[src/rtl/sonar_varredura_uc_fd.sv]
// Sonar sweep sequencer: settle, measure with echo timeout, transmit, then bounce the servo position.
// Optional running-minimum tracking is compiled in with SONAR_MINIMO_EN.
module sonar_varredura_uc_fd #(
  parameter int N_POS          = 8,
  parameter int POS_W          = 3,
  parameter int SETTLE_CYCLES  = 50000000,
  parameter int TIMEOUT_CYCLES = 2500000,
  parameter int MEAS_W         = 12
) (
  input  logic              clock_i,
  input  logic              reset_i,
  input  logic              ligar_i,
  input  logic              eco_pronto_i,
  input  logic [MEAS_W-1:0] eco_medida_i,
  input  logic              tx_pronto_i,
  output logic              medir_o,
  output logic              tx_inicio_o,
  output logic [MEAS_W-1:0] tx_medida_o,
  output logic [POS_W-1:0]  posicao_o,
  output logic              timeout_o,
  output logic              fim_varredura_o,
`ifdef SONAR_MINIMO_EN
  output logic [MEAS_W-1:0] min_medida_o,
  output logic [POS_W-1:0]  min_posicao_o,
`endif
  output logic [3:0]        db_estado_o
);

  localparam int CNT_MAX = (SETTLE_CYCLES > TIMEOUT_CYCLES) ? SETTLE_CYCLES : TIMEOUT_CYCLES;
  localparam int CNT_W   = $clog2(CNT_MAX + 1);
  localparam logic [CNT_W-1:0] SETTLE_LAST = CNT_W'(SETTLE_CYCLES - 1);
  localparam logic [CNT_W-1:0] TOUT_LAST   = CNT_W'(TIMEOUT_CYCLES - 1);
  localparam logic [POS_W-1:0] POS_LAST    = POS_W'(N_POS - 1);

  typedef enum logic [3:0] {
    IDLE = 4'd0, GIRO = 4'd1, MEDE = 4'd2, ESPERA = 4'd3,
    TRANSMITE = 4'd4, ESPERA_TX = 4'd5, PROXIMO = 4'd6
  } estado_t;

  estado_t           state_q, state_d;
  logic [CNT_W-1:0]  cnt_q, cnt_d;
  logic [POS_W-1:0]  pos_q, pos_d, pos_step;
  logic              up_q, up_d;
  logic [MEAS_W-1:0] txm_q, txm_d;
  logic              to_q, to_d;
  logic              fim_q, fim_d;

  always_ff @(posedge clock_i) begin
    if (reset_i) begin
      state_q <= IDLE;
      cnt_q   <= '0;
      pos_q   <= '0;
      up_q    <= 1'b1;
      txm_q   <= '0;
      to_q    <= 1'b0;
      fim_q   <= 1'b0;
    end else begin
      state_q <= state_d;
      cnt_q   <= cnt_d;
      pos_q   <= pos_d;
      up_q    <= up_d;
      txm_q   <= txm_d;
      to_q    <= to_d;
      fim_q   <= fim_d;
    end
  end

  assign pos_step = up_q ? pos_q + POS_W'(1) : pos_q - POS_W'(1);

  // The shared counter is zero on entry to GIRO and ESPERA because every other state clears it.
  always_comb begin
    state_d     = state_q;
    cnt_d       = '0;
    pos_d       = pos_q;
    up_d        = up_q;
    txm_d       = txm_q;
    to_d        = to_q;
    fim_d       = 1'b0;
    medir_o     = 1'b0;
    tx_inicio_o = 1'b0;
    case (state_q)
      IDLE: if (ligar_i) state_d = GIRO;
      GIRO: begin
        if (!ligar_i)                 state_d = IDLE;
        else if (cnt_q == SETTLE_LAST) state_d = MEDE;
        else                           cnt_d = cnt_q + CNT_W'(1);
      end
      MEDE: begin
        medir_o = 1'b1;
        state_d = ESPERA;
      end
      ESPERA: begin
        if (eco_pronto_i) begin
          txm_d   = eco_medida_i;
          to_d    = 1'b0;
          state_d = TRANSMITE;
        end else if (cnt_q == TOUT_LAST) begin
          txm_d   = '1;
          to_d    = 1'b1;
          state_d = TRANSMITE;
        end else begin
          cnt_d = cnt_q + CNT_W'(1);
        end
      end
      TRANSMITE: begin
        tx_inicio_o = 1'b1;
        state_d     = ESPERA_TX;
      end
      ESPERA_TX: if (tx_pronto_i) state_d = PROXIMO;
      PROXIMO: begin
        pos_d = pos_step;
        if (pos_step == POS_LAST) begin
          up_d  = 1'b0;
          fim_d = 1'b1;
        end
        if (pos_step == '0) begin
          up_d  = 1'b1;
          fim_d = 1'b1;
        end
        state_d = ligar_i ? GIRO : IDLE;
      end
      default: state_d = IDLE;
    endcase
  end

  assign tx_medida_o     = txm_q;
  assign posicao_o       = pos_q;
  assign timeout_o       = to_q;
  assign fim_varredura_o = fim_q;
  assign db_estado_o     = state_q;

`ifdef SONAR_MINIMO_EN
  logic [MEAS_W-1:0] min_q;
  logic [POS_W-1:0]  minpos_q;

  // Strict less-than keeps the first position on ties; packed BCD orders like binary.
  always_ff @(posedge clock_i) begin
    if (reset_i) begin
      min_q    <= '1;
      minpos_q <= '0;
    end else if (fim_q) begin
      min_q    <= '1;
    end else if (state_q == ESPERA && eco_pronto_i && eco_medida_i < min_q) begin
      min_q    <= eco_medida_i;
      minpos_q <= pos_q;
    end
  end

  assign min_medida_o  = min_q;
  assign min_posicao_o = minpos_q;
`endif

endmodule

[config.mk]
export PLATFORM = sky130hd
export DESIGN_NAME = sonar_varredura_uc_fd
export DESIGN_NICKNAME = d
export VERILOG_FILES = /design/src/rtl/sonar_varredura_uc_fd.sv
export SDC_FILE = /design/constraint.sdc
export NUM_CORES = 1
export LEC_CHECK = 0
export ABC_AREA = 1
export CORE_MARGIN = 2
export CORE_UTILIZATION = 35
export DETAILED_ROUTE_END_ITERATION = 12
export SLEW_MARGIN = 20
export SYNTH_ARGS = -nofsm -noshare
export SYNTH_HDL_FRONTEND = slang
export SYNTH_SLANG_ARGS = --single-unit
[constraint.sdc]
create_clock -name clock_i -period 2.29 [get_ports clock_i]
set_clock_uncertainty 0.1 [all_clocks]
set_input_delay 0.229 -clock clock_i [delete_from_list [all_inputs] [get_ports clock_i]]
set_output_delay 0.229 -clock clock_i [all_outputs]
set_load 0.01 [all_outputs]
==> metrics.md, run 1 <==
| Metric | Value |
|---|---|
| Synthesized net count | `355` |
| Seq cells post-synth | `47` |
| Max-cap viol count | `0` |
| Type of the worst min-delay path | `flip-flop to flip-flop` |
| Time the worst path needs with I/O delays and setup | `1950 ps` |
| Die X-Extent | `86.6 um` |
| Proportion of synthesized chip area in sequential cells | `39.4%` |
| Worst setup EP type | `output port` |
| Final wirelength | `5160 um` |
| RSZ-0062 raised after global routing | `no` |
| Ordered cell list for the critical path | `inv_1 > nor3_1 > clkdlybuf4s50_1` |
| Fraction of post-synthesis cell area in the top cell type by area | `39.4%` |
| Initial DRT Pass Iterations | `4` |
| Overall fraction of global-route tracks in use | `14.8%` |
| Arrival time reported for the critical path endpoint | `1620 ps` |
| Height of the die | `86.6 um` |
| Critical path required time | `1960 ps` |
| Max VDD drop | `0.310 mV` |
| Starting Density | `35.8%` |
| Pin count of the biggest net entering global routing | `25` |
| Number of design-rule violations left by the first detailed-router iteration | `223` |
| DP Worst Slack | `452 ps` |
| Category of the most critical setup path | `flip-flop to output port` |
| Average cell area after synthesis | `7.18 um2` |
| Die footprint | `7500 um2` |
| Overall power of the completed layout | `1.90 mW` |
| Max-slew violation count | `0` |
| Status | `completed` |
| Standard cell with the maximum stage delay on the critical path | `sky130_fd_sc_hd__clkdlybuf4s50_1` |
| Antenna diode count | `0` |
| Maximum clock path buffer count | `2` |
| Global-route wire length before repair | `8830 um` |
| Post-cts repair resize count | `0` |
| Category of cells accounting for the largest share of critical-path delay | `buffers and inverters` |
| Final TNS setup | `0 ps` |
| Setup-failing EPs final | `0` |
| I/O pin total | `40` |
| Total of buffers placed on input and output ports | `38` |
| Core Rows | `30` |
| Count of flip-flops with a built-in enable after synthesis | `0` |
| Synthesis-to-finish area growth | `23.8%` |
| Number of buffers inserted by post-CTS setup repair | `0` |
| Async set-reset flop share out of synthesis | `0%` |
| Number of unique standard cell types used by synthesis | `34` |
| Worst Path Max Fanout | `7` |
| Top cells by area, synth | `sky130_fd_sc_hd__dfxtp_1 39%, sky130_fd_sc_hd__nor2_1 9.6%, sky130_fd_sc_hd__inv_1 8.0%` |
| Number of buffers created by CTS | `5` |
| Clock insertion delay at the later pin of the skew report | `310 ps` |
| Nets | `394` |
| Post-synth top cells | `61 x sky130_fd_sc_hd__nor2_1, 51 x sky130_fd_sc_hd__inv_1, 48 x sky130_fd_sc_hd__nand2_1` |
| Initial antenna violation count | `0` |
| Routability congestion estimate from global placement | `0.845` |
| Final Hold Fails | `0` |
| Clock Root Buffer | `sky130_fd_sc_hd__clkbuf_8` |
| Final setup margin | `339 ps` |
| Most common cell in the netlist | `sky130_fd_sc_hd__nor2_1` |
| Share of layout cells above drive strength 1 | `7.51%` |
| Via count | `2107` |
| Post-detailed-route DRC marker count | `0` |
| Worst hold slack | `353 ps` |
| Overflow after GRT | `0` |
| Clock net sink count | `47` |
| DP HPWL | `3880 um` |
| Number of global-route vias before repair | `1927` |
| CP bufs+invs | `2` |
| Total number of H-tree levels | `2` |
| DRT antenna net count | `0` |
| Most frequently used flop master after synthesis | `sky130_fd_sc_hd__dfxtp_1` |
| Highest cell delay on the worst timing path | `560 ps` |
| Mean number of vias per cell | `4.65` |
| Cell count after synthesis | `333` |
| Cell Pwr Density | `642 nW/um2` |
| Category of the worst setup path launch point | `flip-flop` |
| Wire per inst | `11.4 um` |
| Area of the placeable core | `6680 um2` |
| Post-synthesis cell type with the largest combined area | `sky130_fd_sc_hd__dfxtp_1` |
| Highest achievable clock rate | `513 MHz` |
| LEAKAGE | `1.06 nW` |
| Clk slew on worst S/H paths | `90 ps` |
| Post-synthesis instance area | `2390 um2` |
| Total number of yosys warnings | `0` |
| Clock tree from TritonCTS | `yes` |
| Portion of the clock cycle consumed by the worst path in the final layout | `85.2%` |
| Hold_buf cts | `0` |
## final timing paths
path,to,from,cells past startpoint,slack (ps)
worst min-delay path,tx_medida_o[3],tx_medida_o[3],2,350
worst min register to register,tx_medida_o[3],tx_medida_o[3],2,350
worst max register to register,cnt_q[11],cnt_q[0],10,480
worst max-delay path,tx_inicio_o,db_estado_o[2],3,340
## state kept, by name, summed over array words and instances (netlist names)
signal	count
timeout_o	1
db_estado_o	3
cnt_q	26
up_q	1
tx_medida_o	12
posicao_o	3
fim_varredura_o	1
## cells in the final DEF, fill, tap and decap left out, drive strengths merged
master	n
xor2	15
a21oi	19
o21bai	2
nand3	20
dfxtp	47
clkbuf	5
clkinvlp	1
ha	4
bufinv	2
o21ai	17
clkdlybuf4s50	38
nand3b	1
nand4	6
o21a	1
a211oi	2
a31oi	2
fa	1
nor2	66
nor3b	1
nand2	58
o22ai	1
xnor2	1
inv	52
conb	1
nor3	9
o211ai	1
## routing by layer
layer	up-vias	GRT usage, %	part of all wire (%)
met3	4	4.86	7.1
met5	-	0	0
met2	61	22.7	42
met1	922	19.8	50
met4	0	4.69	0.81
li1	1120	-	-
## power by group
group          internal [mW]  total [mW]  leakage [nW]  switching, mW
Combinational          0.141       0.289         0.617          0.148
Clock                  0.435       0.728        0.0644          0.292
Sequential             0.844       0.884         0.379         0.0397
Total                   1.42        1.90          1.06          0.480
## worst min-delay path: cells and delay by family, from the launching register on
kind,cells,cell delay [ps]
buffers and inverters,1,40
AO/OA/AOI/OAI,1,50
flip-flops,1,320
## final cells by class
type,instances,area [um2]
clock inverters,3,67.6
well taps,80,100
inverters,52,195
flip-flops and latches,47,941
multi-input cells,228,1200
fillers,717,3720
clock buffers,5,68.8
repair buffers,38,380
## kinds of logic after synthesis
family,synth area share [%]
AO/OA/AOI/OAI,10.4
XOR/XNOR,5.86
adder cells (fa/ha/maj),2.93
buffers and inverters,10.2
flip-flops,39.4
other,0.157
AND/OR/NAND/NOR,31.1
## metrics by stage
stage | utilization (%) | instances | cell area, um2
after floorplan | - | 333 | 2390
after global routing | 44.3 | 453 | 2960
after CTS | 44.3 | 453 | 2960
final | 44.3 | 453 | 2960
after global placement | 42.2 | 445 | 2820
after detailed placement | 42.2 | 445 | 2820
Power figures use the tool's default switching activity.
==> run 2, diff against run 1 <==
--- a/config.mk
+++ b/config.mk
@@ -9,6 +9,7 @@
 export CORE_MARGIN = 2
 export CORE_UTILIZATION = 35
 export DETAILED_ROUTE_END_ITERATION = 12
+export REMOVE_ABC_BUFFERS = 1
 export SLEW_MARGIN = 20
 export SYNTH_ARGS = -nofsm -noshare
 export SYNTH_HDL_FRONTEND = slang
==> run 2 against run 1 <==
Against the previous run: setup slack better by 35 ps; sequential power about the same; utilization is 0.28 points lower; first-iteration DRC count decreased by 78%; combinational power barely moved; critical path type unchanged; highest routed layer unchanged.
==> metrics.md, run 2 (synthesized netlist as in run 1, its figures left out) <==
| Metric | Value |
|---|---|
| Area of the placeable core | `6680 um2` |
| Portion of the clock cycle consumed by the worst path in the final layout | `83.7%` |
| Final Hold Fails | `0` |
| Share of the core filled with cells in the final layout | `44.0%` |
| Overall fraction of global-route tracks in use | `14.5%` |
| Clock Root Buffer | `sky130_fd_sc_hd__clkbuf_8` |
| Critical path required time | `1960 ps` |
| Type of the worst min-delay path | `flip-flop to flip-flop` |
| Hold path cells | `2` |
| Share of layout cells above drive strength 1 | `7.51%` |
| Wire per inst | `11.4 um` |
| Arrival time reported for the critical path endpoint | `1590 ps` |
| Worst setup EP type | `output port` |
| Fill cell total of the finished layout | `713` |
| Via count | `2095` |
| Nets | `394` |
| Initial antenna violation count | `0` |
| Worst reg2reg setup slack | `480 ps` |
| Global-route wire length before repair | `8840 um` |
| Worst R2R Path Depth | `10` |
| Number of flip-flops in the largest register | `26` |
| I/O pin total | `40` |
| Clock net sink count | `47` |
| Commonest non-fill, non-tap cell in the layout | `sky130_fd_sc_hd__nor2_1` |
| Category of the worst setup path launch point | `flip-flop` |
| Height of the die | `86.6 um` |
| Routability congestion estimate from global placement | `0.864` |
| Final TNS setup | `0 ps` |
| Time the worst path needs with I/O delays and setup | `1920 ps` |
| Die X-Extent | `86.6 um` |
| Highest-count cells in the layout ignoring fill and taps | `61 x sky130_fd_sc_hd__nor2_1, 51 x sky130_fd_sc_hd__inv_1, 48 x sky130_fd_sc_hd__nand2_1, 47 x sky130_fd_sc_hd__dfxtp_1, 38 x sky130_fd_sc_hd__clkdlybuf4s50_1` |
| Synthesis-to-finish area growth | `23.0%` |
| Pin count of the biggest net entering global routing | `25` |
| Overflow after GRT | `0` |
| Clk slew on worst S/H paths | `90 ps` |
| Number of design-rule violations left by the first detailed-router iteration | `49` |
| Clock insertion delay at the later pin of the skew report | `290 ps` |
| Max-slew violation count | `0` |
| Highest achievable clock rate | `522 MHz` |
| Final wirelength | `5150 um` |
| Post-detailed-route DRC marker count | `0` |
| Number of buffers inserted by post-CTS setup repair | `0` |
| Die footprint | `7500 um2` |
| Post-cts repair resize count | `0` |
| Cell Pwr Density | `613 nW/um2` |
| Status | `completed` |
| DP HPWL | `3930 um` |
| Overall power of the completed layout | `1.80 mW` |
| Max VDD drop | `0.253 mV` |
| Largest reg by FF count | `cnt_q` |
| Number of buffers created by CTS | `5` |
| RSZ-0062 raised after global routing | `no` |
| Setup-failing EPs final | `0` |
| Number of global-route vias before repair | `2025` |
| Category of the most critical setup path | `flip-flop to output port` |
| Maximum clock path buffer count | `2` |
| Max-cap viol count | `0` |
| Worst Path Max Fanout | `7` |
| Starting Density | `35.8%` |
| DRT antenna net count | `0` |
| Core Rows | `30` |
| Mean number of vias per cell | `4.62` |
| Hold_buf cts | `0` |
| Clock tree from TritonCTS | `yes` |
| Antenna diode count | `0` |
| Total of buffers placed on input and output ports | `38` |
| Total number of H-tree levels | `2` |
| Initial DRT Pass Iterations | `4` |
| LEAKAGE | `1.06 nW` |
## run 2: changes by cell type in the layout (fill, tap and decap cells not counted), sizes merged
cell and delta:
bufinv -1, clkbuf +1, clkinv +1, clkinvlp -1
## run 2: worst max-delay path: stages, from the launching register on
cell	delay [ps]
sky130_fd_sc_hd__dfxtp_1	450
sky130_fd_sc_hd__inv_1	130
sky130_fd_sc_hd__nor3_1	150
sky130_fd_sc_hd__clkdlybuf4s50_1	560
## run 2: path summary, 6_finish.rpt
check	start	endpoint
min reg2reg	tx_medida_o[6]	tx_medida_o[6]
min	tx_medida_o[6]	tx_medida_o[6]
max	db_estado_o[2]	tx_inicio_o
max reg2reg	cnt_q[0]	cnt_q[24]
## run 2: cell type report
type | instances | area [um2] | area share (%)
multi-input combinational | 228 | 1200 | 41.0
sequential | 47 | 941 | 32.0
timing repair buffer | 38 | 380 | 12.9
inverter | 52 | 195 | 6.64
tap | 80 | 100 | 3.41
clock buffer | 6 | 82.6 | 2.81
clock inverter | 2 | 35.0 | 1.19
## run 2: metrics by stage
stage | instances | cell area [um2] | hold WS (ps) | setup WS [ps]
floorplan | 327 | 2340 | 198 | 660
global placement | 445 | 2820 | 335 | 535
detailed placement | 445 | 2820 | 343 | 457
CTS | 453 | 2940 | 355 | 367
global route | 453 | 2940 | 375 | 248
finish | 453 | 2940 | 353 | 374
## run 2: report_power, final
part           leakage [nW]  internal, mW  switching, mW
Clock                0.0612         0.354          0.276
Combinational         0.617         0.142          0.148
Sequential            0.379         0.844         0.0373
## run 2: per-layer routing
layer	track usage [%]	up-vias	part of all wire, %
li1	-	1118	-
met1	18.1	929	48
met2	24.4	41	46
met3	4.10	7	5.5
met4	4.12	0	0.97
met5	0	-	0
==> run 3, diff against run 2 <==
==> constraint.sdc (replaced) <==
create_clock -name clock_i -period 1.6 [get_ports clock_i]
set_clock_uncertainty 0.1 [all_clocks]
set_input_delay 0.16 -clock clock_i [delete_from_list [all_inputs] [get_ports clock_i]]
set_output_delay 0.16 -clock clock_i [all_outputs]
set_load 0.01 [all_outputs]
==> run 3 against run 2 <==
Against the previous run: the run now ends with negative setup slack left; cell area up 20%; register-to-register slack worse by 480 ps; clock power grew 20%; first-iteration DRC count increased by 33%; sequential share of layout area is 4.9 points lower; sequential cell count unchanged; die area is the same; via count rose by 12%.
==> metrics.md, run 3 (synthesized netlist as in run 1, its figures left out) <==
| Metric | Value |
|---|---|
| Type of the worst min-delay path | `flip-flop to flip-flop` |
| Status | `complete, but fails checks` |
| Core Rows | `30` |
| Final wirelength | `6160 um` |
| Setup-failing EPs final | `1` |
| Highest-count cells in the layout ignoring fill and taps | `48 x sky130_fd_sc_hd__inv_1, 45 x sky130_fd_sc_hd__nand2_1, 43 x sky130_fd_sc_hd__nor2_1, 41 x sky130_fd_sc_hd__buf_4, 37 x sky130_fd_sc_hd__dfxtp_1` |
| Share of layout cells above drive strength 1 | `29.4%` |
| Routability congestion estimate from global placement | `0.880` |
| Worst setup EP type | `flip-flop` |
| Overflow after GRT | `0` |
| R2R Path Start | `cnt_q[0]` |
| Highest cell delay on the worst timing path | `370 ps` |
| Number of flip-flops in the largest register | `26` |
| Ordered cell list for the critical path | `ha_4 > nand2_4 > nor2_4 > nand2_1 > nor2_1 > nand2_2 > nand3_4 > nand2_8 > nand2_8 > nor3_4` |
| Worst R2R Path Depth | `10` |
| Largest reg by FF count | `cnt_q` |
| Category of the worst setup path launch point | `flip-flop` |
| Hold endpoint | `tx_medida_o[4]` |
| I/O pin total | `40` |
| Beginning of the worst hold path | `tx_medida_o[4]` |
| Overall power of the completed layout | `2.58 mW` |
| Maximum clock path buffer count | `2` |
| RSZ-0062 raised after global routing | `yes` |
| Category of the most critical setup path | `flip-flop to flip-flop` |
| Critical path required time | `1740 ps` |
| Time the worst path needs with I/O delays and setup | `1600 ps` |
| Cell Pwr Density | `730 nW/um2` |
| Antenna diode count | `0` |
| Area of all placed cells without fillers | `3530 um2` |
| Clock insertion delay at the later pin of the skew report | `310 ps` |
| Number of global-route vias before repair | `2272` |
| Portion of the clock cycle consumed by the worst path in the final layout | `100%` |
| Final Hold Fails | `0` |
| Highest achievable clock rate | `624 MHz` |
| Overall fraction of global-route tracks in use | `16.8%` |
| Total placed cells including tap cells | `485` |
| Synthesis-to-finish area growth | `47.7%` |
| Worst Path Max Fanout | `6` |
| Final setup margin | `-3.29 ps` |
| Max VDD drop | `0.465 mV` |
| Non-filler instance count after layout | `499` |
| Violations in the final reports | `negative setup slack` |
| Category of cells accounting for the largest share of critical-path delay | `simple AND/OR/NAND/NOR gates` |
| Worst R2R End | `cnt_q[2]` |
| Die X-Extent | `86.6 um` |
| Worst hold slack | `354 ps` |
| Number of design-rule violations left by the first detailed-router iteration | `65` |
| Arrival time reported for the critical path endpoint | `1740 ps` |
| Via count | `2345` |
| Fill cell total of the finished layout | `650` |
| Standard cell with the maximum stage delay on the critical path | `sky130_fd_sc_hd__dfxtp_4` |
| Post-detailed-route DRC marker count | `0` |
| Area of the placeable core | `6680 um2` |
| Pin count of the biggest net entering global routing | `17` |
| Wire per inst | `12.3 um` |
| Final TNS setup | `-3.29 ps` |
| Clk slew on worst S/H paths | `100 ps` |
| Combined flip-flop and latch cell area | `958 um2` |
| Height of the die | `86.6 um` |
| CP bufs+invs | `0` |
| LEAKAGE | `1.38 nW` |
| Total of buffers placed on input and output ports | `38` |
| DP HPWL | `4290 um` |
| Mean number of vias per cell | `4.70` |
| Relative contribution of sequential cells to total power | `48.5%` |
| Power dissipated by switching net loads | `0.802 mW` |
| Switching share of power | `31.1%` |
| Internal power | `1.77 mW` |
| Slew Limit Headroom | `66.8%` |
| Logic gate share of total power | `22.2%` |
| Clock net sink count | `47` |
| Clock tree from TritonCTS | `yes` |
| Standard cell area after detailed placement | `3120 um2` |
| Clock share of power | `29.4%` |
| Max-cap viol count | `0` |
| Commonest non-fill, non-tap cell in the layout | `sky130_fd_sc_hd__inv_1` |
| Max-slew violation count | `0` |
| Number of buffers created by CTS | `5` |
| Initial DRT Pass Iterations | `4` |
| Hold path cells | `2` |
| Nets | `440` |
| Initial antenna violation count | `0` |
| Global-route wire length before repair | `10000 um` |
| Clock Root Buffer | `sky130_fd_sc_hd__clkbuf_8` |
| Starting Density | `35.8%` |
| Cell type with the highest occurrence count on the critical path | `sky130_fd_sc_hd__nand2_8` |
| Die footprint | `7500 um2` |
| Area used by multi-input combinational logic | `1470 um2` |
| Worst reg2reg setup slack | `-3 ps` |
| Total number of H-tree levels | `2` |
| Pin slew with the least headroom to its limit | `497 ps` |
| DRT antenna net count | `0` |
-- run 3: through the flow --
stage	worst slack [ps]	utilization (%)
finish	-3.29	52.8
floorplan	-30.2	-
detailed placement	-184	46.7
global placement	-95.5	46.7
global route	-114	52.8
CTS	-41.1	50.5
-- run 3: power groups by stage --
stage | sequential [mW] | combinational (mW) | clock (mW)
4_1_cts | 1.25 | 0.559 | 0.770
3_5_place_dp | 1.27 | 0.481 | 0
3_3_place_gp | 1.27 | 0.476 | 0
5_1_grt | 1.26 | 0.621 | 0.834
2_1_floorplan | 1.30 | 0.220 | 0
6_report | 1.25 | 0.571 | 0.757
-- run 3: worst max-delay path by stage --
| stage | to | slack [ps] | from | cells after the start |
|---|---|---|---|---|
| finish | cnt_q[2] | -3 | cnt_q[0] | 10 |
| global route | db_estado_o[0] | -110 | cnt_q[1] | 10 |
| CTS | fim_varredura_o | -40 | posicao_o[0] | 6 |
| detailed placement | cnt_q[24] | -180 | cnt_q[0] | 10 |
| global placement | cnt_q[21] | -100 | cnt_q[0] | 10 |
| floorplan | fim_varredura_o | -30 | posicao_o[0] | 5 |
-- run 3: area by class of cell --
class,count,area share [%]
clock buffer,5,1.95
clock inverter,3,0.709
inverter,52,5.53
multi-input combinational,231,41.7
sequential,47,27.2
tap,80,2.84
timing repair buffer,81,20.2
-- run 3: what timing repair did --
action | in CTS | in global routing
setup endpoints to repair | 50 | 47
endpoints found under the hold margin | 0 | 0
pin swaps | 20 | 13
cloned | 3 | 0
setup buffers | 2 | 1
hold buffers | 0 | 0
gates resized for setup | 32 | 44
-- run 3: worst reg2reg max path: stages, from the launching register on --
cell	delay (ps)
sky130_fd_sc_hd__dfxtp_4	370
sky130_fd_sc_hd__ha_4	160
sky130_fd_sc_hd__nand2_4	70
sky130_fd_sc_hd__nor2_4	40
sky130_fd_sc_hd__nand2_1	60
sky130_fd_sc_hd__nor2_1	40
sky130_fd_sc_hd__nand2_2	90
sky130_fd_sc_hd__nand3_4	120
sky130_fd_sc_hd__nand2_8	170
sky130_fd_sc_hd__nand2_8	110
sky130_fd_sc_hd__nor3_4	190
-- run 3: routing by layer --
| layer | track usage, % | up-vias | share of wire [%] |
|---|---|---|---|
| li1 | - | 1213 | - |
| met1 | 20.2 | 1069 | 45 |
| met2 | 29.5 | 54 | 49 |
| met3 | 4.57 | 9 | 4.7 |
| met4 | 4.40 | 0 | 1.3 |
| met5 | 0 | - | 0 |
